`src/rtl/serial_word_shifter_if.sv`:
```
// Word-input handshake between a producer and the serial word shifter.
interface serial_word_shifter_if #(
  parameter int WIDTH = 8
);
  logic [WIDTH-1:0] din;
  logic             din_valid;
  logic             din_ready;

  modport master (output din, output din_valid, input din_ready);
  modport slave  (input din, input din_valid, output din_ready);
endinterface

```
`src/rtl/serial_word_shifter.sv`:
```
// Parallel-to-serial front end for the Mealy zero detector: WIDTH-bit words
// in over valid/ready, one bit per clock out on x_out, with a one-word
// holding register so consecutive words stream with no idle gap.
module serial_word_shifter #(
  parameter int WIDTH     = 8,
  parameter bit MSB_FIRST = 1'b1
) (
  input  logic                 clock,
  input  logic                 reset,
  serial_word_shifter_if.slave s_in,
  output logic                 x_out,
  output logic                 x_valid,
  output logic                 x_last,
  output logic                 busy
);

  localparam int              CW       = (WIDTH > 1) ? $clog2(WIDTH) : 1;
  localparam logic [CW-1:0]   LAST_CNT = CW'(WIDTH - 1);

  typedef enum logic {
    IDLE  = 1'b0,
    SHIFT = 1'b1
  } state_t;

  state_t           r_state, w_state_next;
  logic [CW-1:0]    r_cnt, w_cnt_next;
  logic [WIDTH-1:0] r_sh, w_sh_next;
  logic [WIDTH-1:0] r_hold, w_hold_next;
  logic             r_hold_full, w_hold_full_next;
  logic             r_x_out, r_x_valid, r_x_last, r_busy;
  logic             w_accept, w_at_last, w_head_next;
  logic [WIDTH-1:0] w_sh_shifted;

  assign w_accept  = s_in.din_valid & ~r_hold_full;
  assign w_at_last = (r_state == SHIFT) && (r_cnt == LAST_CNT);
  assign w_sh_shifted = MSB_FIRST ? {r_sh[WIDTH-2:0], 1'b0}
                                  : {1'b0, r_sh[WIDTH-1:1]};

  // Next-state logic: word routing, bit advance, hold-to-shifter transfer.
  always_comb begin
    w_state_next     = r_state;
    w_cnt_next       = r_cnt;
    w_sh_next        = r_sh;
    w_hold_next      = r_hold;
    w_hold_full_next = r_hold_full;
    unique case (r_state)
      IDLE: begin
        if (w_accept) begin
          w_state_next = SHIFT;
          w_sh_next    = s_in.din;
          w_cnt_next   = '0;
        end
      end
      SHIFT: begin
        if (w_at_last) begin
          // Held word has priority; acceptance is blocked while it is full,
          // so the two load sources never collide.
          if (r_hold_full) begin
            w_sh_next        = r_hold;
            w_hold_full_next = 1'b0;
            w_cnt_next       = '0;
          end else if (w_accept) begin
            w_sh_next  = s_in.din;
            w_cnt_next = '0;
          end else begin
            w_state_next = IDLE;
            w_sh_next    = '0;
            w_cnt_next   = '0;
          end
        end else begin
          w_cnt_next = r_cnt + 1'b1;
          w_sh_next  = w_sh_shifted;
          if (w_accept) begin
            w_hold_next      = s_in.din;
            w_hold_full_next = 1'b1;
          end
        end
      end
      default: w_state_next = IDLE;
    endcase
  end

  assign w_head_next = MSB_FIRST ? w_sh_next[WIDTH-1] : w_sh_next[0];

  // Engine and holding-register state.
  always_ff @(posedge clock or negedge reset) begin
    if (!reset) begin
      r_state     <= IDLE;
      r_cnt       <= '0;
      r_sh        <= '0;
      r_hold      <= '0;
      r_hold_full <= 1'b0;
    end else begin
      r_state     <= w_state_next;
      r_cnt       <= w_cnt_next;
      r_sh        <= w_sh_next;
      r_hold      <= w_hold_next;
      r_hold_full <= w_hold_full_next;
    end
  end

  // Registered outputs, computed from next state so they align with it.
  always_ff @(posedge clock or negedge reset) begin
    if (!reset) begin
      r_x_out   <= 1'b0;
      r_x_valid <= 1'b0;
      r_x_last  <= 1'b0;
      r_busy    <= 1'b0;
    end else begin
      r_x_out   <= (w_state_next == SHIFT) & w_head_next;
      r_x_valid <= (w_state_next == SHIFT);
      r_x_last  <= (w_state_next == SHIFT) && (w_cnt_next == LAST_CNT);
      r_busy    <= (w_state_next == SHIFT) | w_hold_full_next;
    end
  end

  assign s_in.din_ready = ~r_hold_full;
  assign x_out   = r_x_out;
  assign x_valid = r_x_valid;
  assign x_last  = r_x_last;
  assign busy    = r_busy;

endmodule
```
`src/flat_wrapper.sv`:
```
// flat-port wrapper written by rule: the top's interface ports become plain ports
module serial_word_shifter_flat 
#(
  parameter int WIDTH     = 8,
  parameter bit MSB_FIRST = 1'b1
)
  (clock, reset, x_out, x_valid, x_last, busy, s_in_din, s_in_din_valid, s_in_din_ready);
  serial_word_shifter_if #(.WIDTH(WIDTH)) s_in_i ();
  input  logic clock;
  input  logic reset;
  output logic x_out;
  output logic x_valid;
  output logic x_last;
  output logic busy;
  input wire logic [$bits(s_in_i.din)-1:0] s_in_din;
  input wire logic [$bits(s_in_i.din_valid)-1:0] s_in_din_valid;
  output wire logic [$bits(s_in_i.din_ready)-1:0] s_in_din_ready;
  assign s_in_i.din = s_in_din;
  assign s_in_i.din_valid = s_in_din_valid;
  assign s_in_din_ready = s_in_i.din_ready;
  serial_word_shifter #(.WIDTH(WIDTH), .MSB_FIRST(MSB_FIRST)) u_core (.clock(clock), .reset(reset), .s_in(s_in_i), .x_out(x_out), .x_valid(x_valid), .x_last(x_last), .busy(busy));
endmodule
```
`config.mk`:
```
export PLATFORM = sky130hd
export DESIGN_NAME = serial_word_shifter_flat
export DESIGN_NICKNAME = d
export VERILOG_FILES = /design/src/rtl/serial_word_shifter_if.sv /design/src/rtl/serial_word_shifter.sv /design/src/flat_wrapper.sv
export SDC_FILE = /design/constraint.sdc
export NUM_CORES = 1
export LEC_CHECK = 0
export CAP_MARGIN = 15
export CORE_ASPECT_RATIO = 0.9
export CORE_MARGIN = 1
export CORE_UTILIZATION = 56
export CTS_CLUSTER_DIAMETER = 150
export CTS_CLUSTER_SIZE = 30
export DETAILED_ROUTE_END_ITERATION = 12
export GPL_TIMING_DRIVEN = 0
export PLACE_DENSITY_LB_ADDON = 0.2
export REMOVE_ABC_BUFFERS = 1
export SYNTH_ARGS = -nofsm -noshare
export SYNTH_HDL_FRONTEND = slang
export SYNTH_SLANG_ARGS = --single-unit
```
`constraint.sdc`:
```
create_clock -name clock -period 3.5 [get_ports clock]
set_clock_uncertainty 0.1 [all_clocks]
set_input_delay 0.35 -clock clock [delete_from_list [all_inputs] [get_ports clock]]
set_output_delay 0.35 -clock clock [all_outputs]
set_load 0.005 [all_outputs]
```
==> run_results.csv <==
group,metric,value,unit
grt,grt_max_degree,24,
sta,tns,0,ps
setup_path,rr_worst_depth,5,
finish,diodes,0,
finish,nets,116,
clock_network,insertion_delay,310,ps
yosys,syn_inst,88,
power_and_ir_drop,power.density,830,nW/um^2
route,top_layer,"met4",
die,core,1910,um^2
route,vias,726,
finish,drive_above_1_share,17.6,%
clock_network,numCtsBuffers,3,
route,avgViaCountPerCell,5.72,
setup_path,worstSetupPathType,"reg -> reg",
place,gp_congestion,0.695,
setup_path,worst_setup_path_start_kind,"flop",
power_and_ir_drop,ir_drop,0.561,mV
route,met1_length,977,um
setup_path,crit_required,3610,ps
sta,fin_crit_sh,60.5,%
yosys,ys_seq_area_share,50.9,%
yosys,ys_ff_latch,23,
power_and_ir_drop,clkPwrFrac,11.4,%
status,status,"complete, no violations",
die,die-area,2200,um^2
setup_path,r2r-start,"u_core.r_cnt[0]",
clock_network,htreeDepth,1,
die,io_pins,16,
route,met2_length,893,um
grt,grtUsageTotal,21.9,%
setup_path,critPathMaxStageDelay,430,ps
sta,fmax,473,MHz
route,route.detailed.drc,0,
clock_network,clk_pin_slew,120,ps
power_and_ir_drop,power.leakage,0.550,nW
power_and_ir_drop,swShare,36.3,%
sta,hold_viol_final,0,
clock_network,cts_buffer_depth,2,
route,finalWirelength,1970,um
route,drt_iter0_drc,14,
route,routedWlPerCell,15.5,um
finish,syn_to_final_growth,13.6,%
sta,relSlewSlack,44.9,%
sta,setup_viol,0,
route,met3_length,84,um
die,dieWidth,49.3,um
power_and_ir_drop,p_int,679,uW
die,row_count,15,
route,postRouteAntennaNets,0,
power_and_ir_drop,pwr-share-seq,44.6,%
yosys,ys.flop_type,"dfrtp_1",
grt,grt-ovfl-total,0,
die,initial_core_util,59.0,%
yosys,ys_async_sr_fraction,100,%
place,portBuffers,15,
clock_network,cts_root_buf,"clkbuf_4",
setup_path,worstPathCellList,"ha_1, ha_1, nand2b_1, nor2_8, mux2_4",
flow_run,max_cap_violations,0,
setup_path,r2r_end,"u_core.r_hold[7]",
die,die_h,44.6,um
clock_network,clock_sinks,23,
route,dr.pass1.iters,4,
yosys,synth_area,1130,um^2
yosys,synth_edf_count,0,
place,hpwl,1310,um
yosys,yosysUniqueCellTypes,31,
clock_network,cts_tree,"built",
sta,hold-worst-slack,289,ps
yosys,avgSynthCellArea,12.8,um^2
setup_path,slowest_stage,"dfrtp_1",
sta,rsz0062_at_grt,"no",
min_path,hold_class,"in -> async",
clock_network,cts_setup_buffers,0,
power_and_ir_drop,p_switching,387,uW
setup_path,r2r_setup_slack,1380,ps
power_and_ir_drop,p_comb_share,44.0,%
grt,grt_pass1_wl,3460,um
setup_path,cp_data_arrival_time,2220,ps
setup_path,cp_common_cell,"ha_1",
sta,tightest_slew,824,ps
clock_network,cts_hold_buf,0,
grt,antenna_found_initial,0,
sta,slew_violations,0,
clock_network,cts.repair.resized,0,
yosys,yosysWarnings,0,
sta,min_period,2120,ps
setup_path,cp_max_fo,8,
setup_path,cp-end-kind,"flop",
grt,grt_pass1_vias,741,
[flip-flops by register name, indices dropped and copies added, names as in the netlist]
signal and flops:
u_core.r_hold 8, u_core.r_sh 7, u_core.r_cnt 3, u_core.busy 1
u_core.r_hold_full 1, u_core.r_state 1, u_core.x_last 1, u_core.x_out 1
[power groups by stage]
stage	Sequential, mW	Clock (mW)	Combinational, mW
floorplan	0.462	0	0.346
global placement	0.474	0	0.458
detailed placement	0.477	0	0.470
CTS	0.474	0.127	0.473
global route	0.490	0.136	0.527
finish	0.476	0.122	0.468
[worst max-delay path: cells and delay by family (launching register included)]
| family | cells | cell delay [ps] |
|---|---|---|
| AND/OR/NAND/NOR | 2 | 680 |
| adder cells (fa/ha/maj) | 2 | 470 |
| flip-flops | 1 | 430 |
| multiplexers | 1 | 320 |
[cells in the mapped netlist (2+ instances only)]
cell type,count,area (um^2)
o2bb2ai_1,6,52.6
dfrtp_1,23,576
nand3_1,3,15.0
inv_1,3,11.3
mux2_4,8,120
buf_6,4,45.0
a21oi_1,3,15.0
ha_1,2,25.0
nor2_1,6,22.5
nand2_1,5,18.8
a221oi_1,5,43.8
[stage by stage]
stage	cells	setup WS [ps]	util [%]	area, um^2	power [mW]
floorplan	82	1600	-	1060	0.808
global placement	122	1280	64.8	1240	0.932
detailed placement	122	1230	64.8	1240	0.947
CTS	126	1380	66.3	1270	1.07
global route	127	1290	67.1	1280	1.15
finish	127	1380	67.1	1280	1.07
[routing by layer]
metal,global-route usage [%],up-vias
li1,-,351
met1,29.3,358
met2,34.8,15
met3,7.22,2
met4,5.29,0
met5,0,-
[worst max-delay path by stage]
stage	from	endpoint	slack (ps)	cells past startpoint
floorplan	u_core.r_cnt[0]	u_core.r_hold[0]	1600	5
global placement	s_in_din_valid	u_core.r_sh[6]	1280	4
detailed placement	s_in_din_valid	u_core.r_sh[1]	1230	4
CTS	u_core.r_cnt[0]	u_core.r_hold[3]	1380	5
global route	u_core.r_cnt[0]	u_core.r_hold[6]	1290	5
finish	u_core.r_cnt[0]	u_core.r_hold[7]	1380	5
[cell type report]
class	count	area, um^2
repair buffers	16	165
multi-input cells	56	473
clock buffers	3	22.5
well taps	25	31.3
flip-flops and latches	23	576
clock inverters	1	5.00
fillers	160	631
inverters	3	11.3
[cells in the final DEF, fill, tap and decap left out, types with 2 or more instances in the layout]
cell | netlist | routed
dfrtp_1 | 23 | 23
clkdlybuf4s50_1 | 0 | 15
mux2_4 | 8 | 8
nor2_1 | 6 | 6
o2bb2ai_1 | 6 | 6
nand2_1 | 5 | 5
a221oi_1 | 5 | 5
inv_1 | 3 | 3
nand3_1 | 3 | 3
a21oi_1 | 3 | 3
clkbuf_4 | 0 | 3
ha_1 | 2 | 2
[kinds of logic (layout without fill, tap and decap cells)]
group / count (synthesis) / count (layout) / synth area share, %
adders and majority gates: 2 / 2 / 2.21
DFF: 23 / 23 / 50.9
AOI/OAI and AO/OA: 23 / 23 / 16.3
and+or+nand+nor: 23 / 23 / 12.7
buffers and inverters: 9 / 23 / 7.20
muxes: 8 / 8 / 10.6
Power figures use the tool's default switching activity.
